[src/rtl/branch_predictor_if.sv]
// Fetch-side lookup and MEM-side training signals of the branch predictor.
// The master is the pipeline (or bench), the slave is the predictor.
interface branch_predictor_if #(
  parameter int DATA_WIDTH = 32,
  parameter int CNT_WIDTH  = 32
);
  logic [DATA_WIDTH-1:0] if_pc;
  logic                  pred_taken;
  logic [DATA_WIDTH-1:0] pred_target;
  logic                  update_en;
  logic [DATA_WIDTH-1:0] update_pc;
  logic                  update_taken;
  logic [DATA_WIDTH-1:0] update_target;
  logic                  update_pred_taken;
  logic [DATA_WIDTH-1:0] update_pred_target;
  logic                  mispredict;
  logic [CNT_WIDTH-1:0]  branch_count;
  logic [CNT_WIDTH-1:0]  mispredict_count;

  modport master (
    output if_pc, update_en, update_pc, update_taken, update_target,
           update_pred_taken, update_pred_target,
    input  pred_taken, pred_target, mispredict, branch_count, mispredict_count
  );

  modport slave (
    input  if_pc, update_en, update_pc, update_taken, update_target,
           update_pred_taken, update_pred_target,
    output pred_taken, pred_target, mispredict, branch_count, mispredict_count
  );
endinterface

[src/rtl/branch_predictor.sv]
// Direct-mapped BTB with a 2-bit saturating counter per entry, trained from
// MEM-stage branch resolution, plus saturating branch/mispredict statistics.
module branch_predictor #(
  parameter int DATA_WIDTH = 32,
  parameter int IDX_BITS   = 4,
  parameter int CNT_WIDTH  = 32
) (
  input logic               clk,
  input logic               rstn,
  branch_predictor_if.slave bp
);

  localparam int ENTRIES = 1 << IDX_BITS;
  localparam int TAG_W   = DATA_WIDTH - IDX_BITS - 2;

  logic [ENTRIES-1:0]    r_valid;
  logic [1:0]            r_ctr    [ENTRIES];
  logic [TAG_W-1:0]      r_tag    [ENTRIES];
  logic [DATA_WIDTH-1:0] r_target [ENTRIES];

  logic [CNT_WIDTH-1:0]  r_branch_count;
  logic [CNT_WIDTH-1:0]  r_mispredict_count;

  logic [IDX_BITS-1:0]   w_if_idx;
  logic [TAG_W-1:0]      w_if_tag;
  logic                  w_if_hit;
  logic                  w_pred_taken;
  logic [DATA_WIDTH-1:0] w_pc_plus4;

  logic [IDX_BITS-1:0]   w_up_idx;
  logic [TAG_W-1:0]      w_up_tag;
  logic                  w_up_hit;
  logic [1:0]            w_ctr_next;
  logic                  w_mispredict;
  logic                  w_bc_full;
  logic                  w_mc_full;

  // Lookup reads only registered state, so a same-cycle update is not bypassed.
  assign w_if_idx     = bp.if_pc[IDX_BITS+1:2];
  assign w_if_tag     = bp.if_pc[DATA_WIDTH-1:IDX_BITS+2];
  assign w_if_hit     = r_valid[w_if_idx] && (r_tag[w_if_idx] == w_if_tag);
  assign w_pred_taken = w_if_hit && r_ctr[w_if_idx][1];
  assign w_pc_plus4   = bp.if_pc + DATA_WIDTH'(4);

  assign bp.pred_taken  = w_pred_taken;
  assign bp.pred_target = w_pred_taken ? r_target[w_if_idx] : w_pc_plus4;

  assign w_up_idx = bp.update_pc[IDX_BITS+1:2];
  assign w_up_tag = bp.update_pc[DATA_WIDTH-1:IDX_BITS+2];
  assign w_up_hit = r_valid[w_up_idx] && (r_tag[w_up_idx] == w_up_tag);

  assign w_mispredict = bp.update_en &&
                        ((bp.update_pred_taken != bp.update_taken) ||
                         (bp.update_taken &&
                          (bp.update_pred_target != bp.update_target)));
  assign bp.mispredict = w_mispredict;

  always_comb begin
    w_ctr_next = r_ctr[w_up_idx];
    if (bp.update_taken) begin
      if (r_ctr[w_up_idx] != 2'b11) w_ctr_next = r_ctr[w_up_idx] + 2'b01;
    end else begin
      if (r_ctr[w_up_idx] != 2'b00) w_ctr_next = r_ctr[w_up_idx] - 2'b01;
    end
  end

  always_ff @(posedge clk) begin
    if (!rstn) begin
      r_valid <= '0;
      for (int i = 0; i < ENTRIES; i++) r_ctr[i] <= 2'b01;
    end else if (bp.update_en) begin
      if (w_up_hit) begin
        r_ctr[w_up_idx] <= w_ctr_next;
      end else if (bp.update_taken) begin
        r_valid[w_up_idx] <= 1'b1;
        r_ctr[w_up_idx]   <= 2'b10;
      end
    end
  end

  // A taken update writes tag and target on both hit and allocate; on a hit
  // the tag already matches, so rewriting it is harmless.
  always_ff @(posedge clk) begin
    if (rstn && bp.update_en && bp.update_taken) begin
      r_tag[w_up_idx]    <= w_up_tag;
      r_target[w_up_idx] <= bp.update_target;
    end
  end

  assign w_bc_full = &r_branch_count;
  assign w_mc_full = &r_mispredict_count;

  always_ff @(posedge clk) begin
    if (!rstn) begin
      r_branch_count     <= '0;
      r_mispredict_count <= '0;
    end else begin
      if (bp.update_en && !w_bc_full)
        r_branch_count <= r_branch_count + CNT_WIDTH'(1);
      if (w_mispredict && !w_mc_full)
        r_mispredict_count <= r_mispredict_count + CNT_WIDTH'(1);
    end
  end

  assign bp.branch_count     = r_branch_count;
  assign bp.mispredict_count = r_mispredict_count;

endmodule

[src/flat_wrapper.sv]
// flat-port wrapper written by rule: the top's interface ports become plain ports
module branch_predictor_flat 
#(
  parameter int DATA_WIDTH = 32,
  parameter int IDX_BITS   = 4,
  parameter int CNT_WIDTH  = 32
)
  (clk, rstn, bp_if_pc, bp_update_en, bp_update_pc, bp_update_taken, bp_update_target, bp_update_pred_taken, bp_update_pred_target, bp_pred_taken, bp_pred_target, bp_mispredict, bp_branch_count, bp_mispredict_count);
  branch_predictor_if #(.DATA_WIDTH(DATA_WIDTH), .CNT_WIDTH(CNT_WIDTH)) bp_i ();
  input logic clk;
  input logic rstn;
  input wire logic [$bits(bp_i.if_pc)-1:0] bp_if_pc;
  input wire logic [$bits(bp_i.update_en)-1:0] bp_update_en;
  input wire logic [$bits(bp_i.update_pc)-1:0] bp_update_pc;
  input wire logic [$bits(bp_i.update_taken)-1:0] bp_update_taken;
  input wire logic [$bits(bp_i.update_target)-1:0] bp_update_target;
  input wire logic [$bits(bp_i.update_pred_taken)-1:0] bp_update_pred_taken;
  input wire logic [$bits(bp_i.update_pred_target)-1:0] bp_update_pred_target;
  output wire logic [$bits(bp_i.pred_taken)-1:0] bp_pred_taken;
  output wire logic [$bits(bp_i.pred_target)-1:0] bp_pred_target;
  output wire logic [$bits(bp_i.mispredict)-1:0] bp_mispredict;
  output wire logic [$bits(bp_i.branch_count)-1:0] bp_branch_count;
  output wire logic [$bits(bp_i.mispredict_count)-1:0] bp_mispredict_count;
  assign bp_i.if_pc = bp_if_pc;
  assign bp_i.update_en = bp_update_en;
  assign bp_i.update_pc = bp_update_pc;
  assign bp_i.update_taken = bp_update_taken;
  assign bp_i.update_target = bp_update_target;
  assign bp_i.update_pred_taken = bp_update_pred_taken;
  assign bp_i.update_pred_target = bp_update_pred_target;
  assign bp_pred_taken = bp_i.pred_taken;
  assign bp_pred_target = bp_i.pred_target;
  assign bp_mispredict = bp_i.mispredict;
  assign bp_branch_count = bp_i.branch_count;
  assign bp_mispredict_count = bp_i.mispredict_count;
  branch_predictor #(.DATA_WIDTH(DATA_WIDTH), .IDX_BITS(IDX_BITS), .CNT_WIDTH(CNT_WIDTH)) u_core (.clk(clk), .rstn(rstn), .bp(bp_i));
endmodule
[config.mk]
export PLATFORM = sky130hd
export DESIGN_NAME = branch_predictor_flat
export DESIGN_NICKNAME = d
export VERILOG_FILES = /design/src/rtl/branch_predictor_if.sv /design/src/rtl/branch_predictor.sv /design/src/flat_wrapper.sv
export SDC_FILE = /design/constraint.sdc
export NUM_CORES = 1
export LEC_CHECK = 0
export CAP_MARGIN = 25
export CORE_MARGIN = 4
export CORE_UTILIZATION = 49
export DETAILED_ROUTE_END_ITERATION = 12
export GPL_TIMING_DRIVEN = 0
export HOLD_SLACK_MARGIN = 0.15
export MAX_ROUTING_LAYER = met4
export PLACE_DENSITY = 0.76
export REMOVE_ABC_BUFFERS = 1
export SYNTH_ARGS = -nofsm -noshare
export SYNTH_HDL_FRONTEND = slang
export SYNTH_SLANG_ARGS = --single-unit
[constraint.sdc]
create_clock -name clk -period 5.07 [get_ports clk]
set_input_delay 1.014 -clock clk [delete_from_list [all_inputs] [get_ports clk]]
set_output_delay 1.014 -clock clk [all_outputs]
set_load 0.02 [all_outputs]
# After elaboration in Yosys (flattened, before gate mapping)
# Memory sizes are Yosys's and may differ from the RTL's.
# Index checks and enable logic that the tools add are counted.
[word_totals]
memories = 3
elab_cells = 66
regBits = 80
out_inout_bits = 98
inputBits = 133
ramBits = 960
[classes]
order_cmp = 3
eq_ne = 5
muxes = 26
bitwise = 3
n_addsub = 5
n_reduce_logical = 18
[memory_table]
columns = ["memory", "words", "width", "rd", "rd_ports_with_merged_regs", "wr", "line_no", "source"]
rows = [
  ["u_core.r_target", 16, 32, 1, 0, 1, "branch_predictor.sv:19", "logic [DATA_WIDTH-1:0] r_target [ENTRIES];"],
  ["u_core.r_tag", 16, 26, 2, 0, 1, "branch_predictor.sv:18", "logic [TAG_W-1:0] r_tag [ENTRIES];"],
  ["u_core.r_ctr", 16, 2, 2, 0, 16, "branch_predictor.sv:17", "logic [1:0] r_ctr [ENTRIES];"],
]
[op_table]
columns = ["op", "count"]
rows = [
  ["$add A32 B1 Y32 const B", 2],
  ["$reduce_and A32 Y1", 2],
  ["$eq A26 B26 Y1", 2],
  ["$add A32 B3 Y32 const B", 1],
  ["$mux W32", 1],
  ["$ne A32 B32 Y1", 1],
  ["$mux W1", 16],
  ["$or A16 B16 Y16", 1],
  ["$logic_and A1 B1 Y1", 10],
  ["$lt A4 B5 Y1 const B", 2],
  ["$mux W2", 5],
  ["$bmux W1 S4", 2],
  ["$demux W1 S4", 1],
  ["$ge A4 B1 Y1 const B", 1],
  ["$mux W4", 1],
  ["$reduce_and A3 Y1", 1],
  ["$add A2 B1 Y2 const B", 1],
  ["$logic_not A1 Y1", 2],
  ["$ne A2 B2 Y1 const B", 1],
  ["$reduce_bool A2 Y1", 1],
  ["$reduce_or A2 Y1", 1],
  ["$sub A2 B1 Y2 const B", 1],
  ["$logic_or A1 B1 Y1", 1],
  ["$ne A1 B1 Y1", 1],
  ["other kinds (2)", 2],
]

# Depth between registers and ports, before layout
[depth]
depth_word = 10
depth_mapped = 15
ltp_nobuf = 10

# Worst setup path before layout
# Ideal clock, no wire load.
[synth_path]
kind = "input to register"
from = "input bp_update_pc[4]"
to = "memory u_core.r_tag[0][0] (netlist bit) (enable)"
path_stages = 8
arrival_time_ns = 5.006
slack_ns = -0.410
path_buffers = 4
required_ns = 4.596
setup_time_ns = 0.474
path_cell_list = "buf_2 buf_2 buf_1 clkbuf_1 or2_2 nor2_1 nand2_1 nor2_1"
[synth_lines]
columns = ["element", "line_no", "source"]
rows = [
  ["start, declared", "flat_wrapper.sv:14", "input wire logic [$bits(bp_i.update_pc)-1:0] bp_update_pc;"],
  ["end, declared", "branch_predictor.sv:18", ""],
]
# Straight into the memory's write port.

# Final worst setup path
[layout_path]
from = "input bp_if_pc[2]"
to = "output bp_pred_target[6]"
[layout_between]
elab_chain_cells = 5
elab_cells_between_ends = 10
cone_classes = "add/sub: 1; eq/ne: 1; mux: 3; reduce/logical: 2; memory: 3"
[layout_lines]
columns = ["element", "line_no", "source"]
rows = [
  ["start, declared", "flat_wrapper.sv:12", "input wire logic [$bits(bp_i.if_pc)-1:0] bp_if_pc;"],
  ["$mem_v2 Z16 W26 or $bmux W1 S4 (tied branches)", "-", ""],
  ["$eq A26 B26 Y1 or $mux W1 (tied branches)", "branch_predictor.sv:41", "assign w_if_hit = r_valid[w_if_idx] && (r_tag[w_if_idx] == w_if_tag);"],
  ["$logic_and A1 B1 Y1", "branch_predictor.sv:41", ""],
  ["$logic_and A1 B1 Y1", "branch_predictor.sv:42", "assign w_pred_taken = w_if_hit && r_ctr[w_if_idx][1];"],
  ["$mux W32 *", "branch_predictor.sv:46", "assign bp.pred_target = w_pred_taken ? r_target[w_if_idx] : w_pc_plus4;"],
  ["end, declared", "flat_wrapper.sv:20", "output wire logic [$bits(bp_i.pred_target)-1:0] bp_pred_target;"],
]
# Mark *: on every way between the ends. The rest lies on a longest branch, timed or not. The select of a mux whose other input is x is not followed.

==> key figures <==
Yosys
  – Top FF cell, synth: edfxtp_1
  – Synth top area share: 0.622
  – Most common library cells after synthesis: edfxtp_1, mux4_2, nand2_1, mux2i_1, dfxtp_1
  – Post-synth EDFFs: 960
  – Post-synth top area cell: edfxtp_1
  – Ranking of synthesized cells by area: edfxtp_1, mux4_2, dfxtp_1
  – Post-synthesis sequential area ratio: 0.657
  – Syn. warnings: 0
  – Synth unique cells: between 70 and 80
  – Avg Synthesized Cell Area: between 15 and 20 um^2
  – Synth async-reset ratio: 0
  – Synth Register Bits: between 1000 and 1500
  – Post-synthesis cell area: 0.0463 mm^2
  – Post-Syn Instances: 2520
  – Most common cell in the netlist: edfxtp_1

Floorplan
  – Core Region: 0.0936 mm^2
  – Die area: 0.0995 mm^2
  – Number of placed I/O pins: around 230
  – Row cnt: about 110
  – Starting density of the core: 0.495
  – Die Y-Extent: ~320 um
  – Die X: 315 um

Clocking
  – Cts bufs inserted: between 100 and 150
  – CTS tree: done
  – CTS Root Cell: clkbuf_16
  – CTS max path bufs: 3
  – Clk_lat worst skew: just under 0.7 ns
  – CTS Sinks: ~1000
  – Worst-path clk slew: approximately 0.06 ns
  – H-tree depth: 3

Routing
  – DRC errors left: 0
  – Vias/cell: between 6 and 7
  – Routed length per placed instance: roughly 32 um
  – Drt first pass iters: 10
  – Iteration-0 DRC Markers: roughly 3800
  – Routed WL: 134000 um
  – Vias: approximately 27000
  – Post-route ant nets: 0

Global route
  – Total GRT Usage: 0.276
  – Global route overflow: 0
  – Initial antenna violation count: 12
  – Pin count of the biggest net entering global routing: 84
  – Global-route wire length before repair: approximately 190000 um
  – Number of global-route vias before repair: 27900

STA
  – Fmax: ~190 MHz
  – Setup Viol. Count Final: 33
  – Final Hold Fails: 0
  – Hold slack final: approximately 0.52 ns
  – Setup TNS: -8.38 ns
  – Slew Viols, Final: 0
  – Unrepaired setup endpoints after global routing: true
  – Final worst-path setup slack: -0.308 ns
  – Worst slew pin tran: a little over 1 ns
  – Tcrit/Tclk final: 1.06
  – Setup Skew: about 0.038 ns
  – Worst rel slew slack: 0.326
  – Minimum clock period: between 5 and 6 ns

Layout
  – Fillers: 6668
  – # nets final: between 2000 and 3000
  – Share of layout cells above drive strength 1: 0.269
  – Non-filler cells, final: 4168
  – Area delta synth->final: 19.6%
  – Util after Layout: 0.592
  – Design area: around 0.055 mm^2

Min path
  – Path category of the worst min-delay check: flop to flop
  – Startpoint of the worst hold path: u_core.bp.branch_count[18]$_SDFFE_PN0P_

Power and ir drop
  – Sw Pwr: around 4.1 mW
  – Leak: 18.0 nW
  – P per Cell Area: between 300 and 400 mW/mm^2
  – Sequential power share: 0.509
  – Max VDD drop: 0.294 mV
  – Final Power: approximately 19 mW
  – Comb pwr share: 0.083
  – Clk pwr share: 0.408
  – Cell internal pwr: roughly 14 mW
  – Net Sw Frac: 0.221

Place
  – Buffers on Ports: 228
  – RePlAce Congestion: slightly below 0.9
  – Dpl cell area: 0.0509 mm^2
  – Place WS: -2.38 ns
  – Post-DP HPWL: 80600 um
  – Post-Place Cells: 3919

Worst setup path
  – Beginning of the critical path: bp_if_pc[2]
  – Worst EP arrival: ~4.4 ns
  – RR Startpoint: u_core.r_tag[5][23]$_DFFE_PP_
  – Crit-path max FO: 21
  – Crit path required time: approximately 4.1 ns
  – Type of origin of the critical path: input pin
  – Critical Setup Path Class: input pin to output pin
  – CP endpoint kind: output pin

Run status
  – Status: finished, violations left
  – Failing checks: negative setup slack

Run
  – Maximum capacitance violations: 0
-- path summary, 6_finish.rpt --
check | slack [ns] | end | depth (start not counted)
max reg2reg | 1.11 | u_core.r_ctr[4][1]$_SDFFCE_PN0P_ | 10
min reg2reg | 0.52 | u_core.bp.branch_count[18]$_SDFFE_PN0P_ | 2
min | 0.52 | u_core.bp.branch_count[18]$_SDFFE_PN0P_ | 2
max | -0.31 | bp_pred_target[6] | 13
-- critical path, stage by stage --
cell and delay [ns]:
buf_16 0.14, buf_16 0.21, mux4_2 0.53, mux4_2 0.54
xor2_1 0.17, nor4_1 0.40, nand3_2 0.18, nor4_4 0.18
buf_6 0.21, buf_12 0.15, buf_12 0.13, mux2_4 0.33
buf_6 0.14
-- cell families after synthesis --
kind of cell | Yosys count | share of synthesized area
xor gates and xnor gates | 146 | 0.0276
AOI/OAI and AO/OA | 219 | 0.0323
and+or+nand+nor | 434 | 0.0505
buffers and inverters | 168 | 0.0199
adders and majority gates | 3 | 0.000811
muxes | 510 | 0.212
DFF | 1040 | 0.657
-- layout make-up --
type	count	area, um^2	share of cell area
clock inverters	66	709	0.0128
diodes	13	32.5	0.000588
repair buffers	342	4680	0.0846
well taps	1254	1570	0.0283
flip-flops and latches	1040	30400	0.550
inverters	20	75.1	0.00136
multi-input cells	1312	15300	0.276
clock buffers	121	2610	0.0472
-- power by group through the flow --
stage	sequential, mW	clock [mW]	combinational [mW]
3_5_place_dp	9.65	0	1.39
4_1_cts	9.47	7.65	1.49
2_1_floorplan	9.64	0	0.655
3_3_place_gp	9.65	0	1.73
6_report	9.47	7.59	1.54
5_1_grt	9.47	8.05	1.60
-- per-layer routing --
metal,part of all wire,vias up,track usage
met1,0.36,14100,0.352
met4,0.042,0,0.111
met3,0.11,340,0.0667
li1,-,11000,-
met2,0.49,1927,0.431
met5,0,-,-
-- state kept, by name, summed over array words and instances (netlist names) --
| signal | cells |
|---|---|
| u_core.r_ctr | 32 |
| u_core.r_target | 512 |
| u_core.bp.mispredict_count | 32 |
| u_core.r_tag | 416 |
| u_core.r_valid | 16 |
| u_core.bp.branch_count | 32 |
-- repair_timing --
action | in CTS | in global routing
pin swaps | 6 | 4
gates resized for setup | 253 | 38
buffers inserted | 18 | 15
hold buffers | 0 | 0
setup endpoints to repair | 66 | 50
gates cloned | 17 | 2
-- placed cells by master, fill, tap and decap left out, drive strengths merged, types with 19 or more instances in the layout --
| master | instances |
|---|---|
| nand3 | 51 |
| a21oi | 51 |
| nor3 | 20 |
| nand2 | 90 |
| or3 | 22 |
| buf | 142 |
| nand4 | 25 |
| inv | 23 |
| nor2b | 24 |
| dfxtp | 80 |
| clkinv | 48 |
| mux4 | 364 |
| xor2 | 69 |
| nor2 | 66 |
| edfxtp | 960 |
| clkbuf | 125 |
| mux2i | 87 |
| and2 | 50 |
| o21ai | 48 |
| mux2 | 59 |
| xnor2 | 77 |
| a22o | 19 |
| a21boi | 20 |
| clkdlybuf4s50 | 172 |
Note: power is estimated with default switching activity, not from simulation.
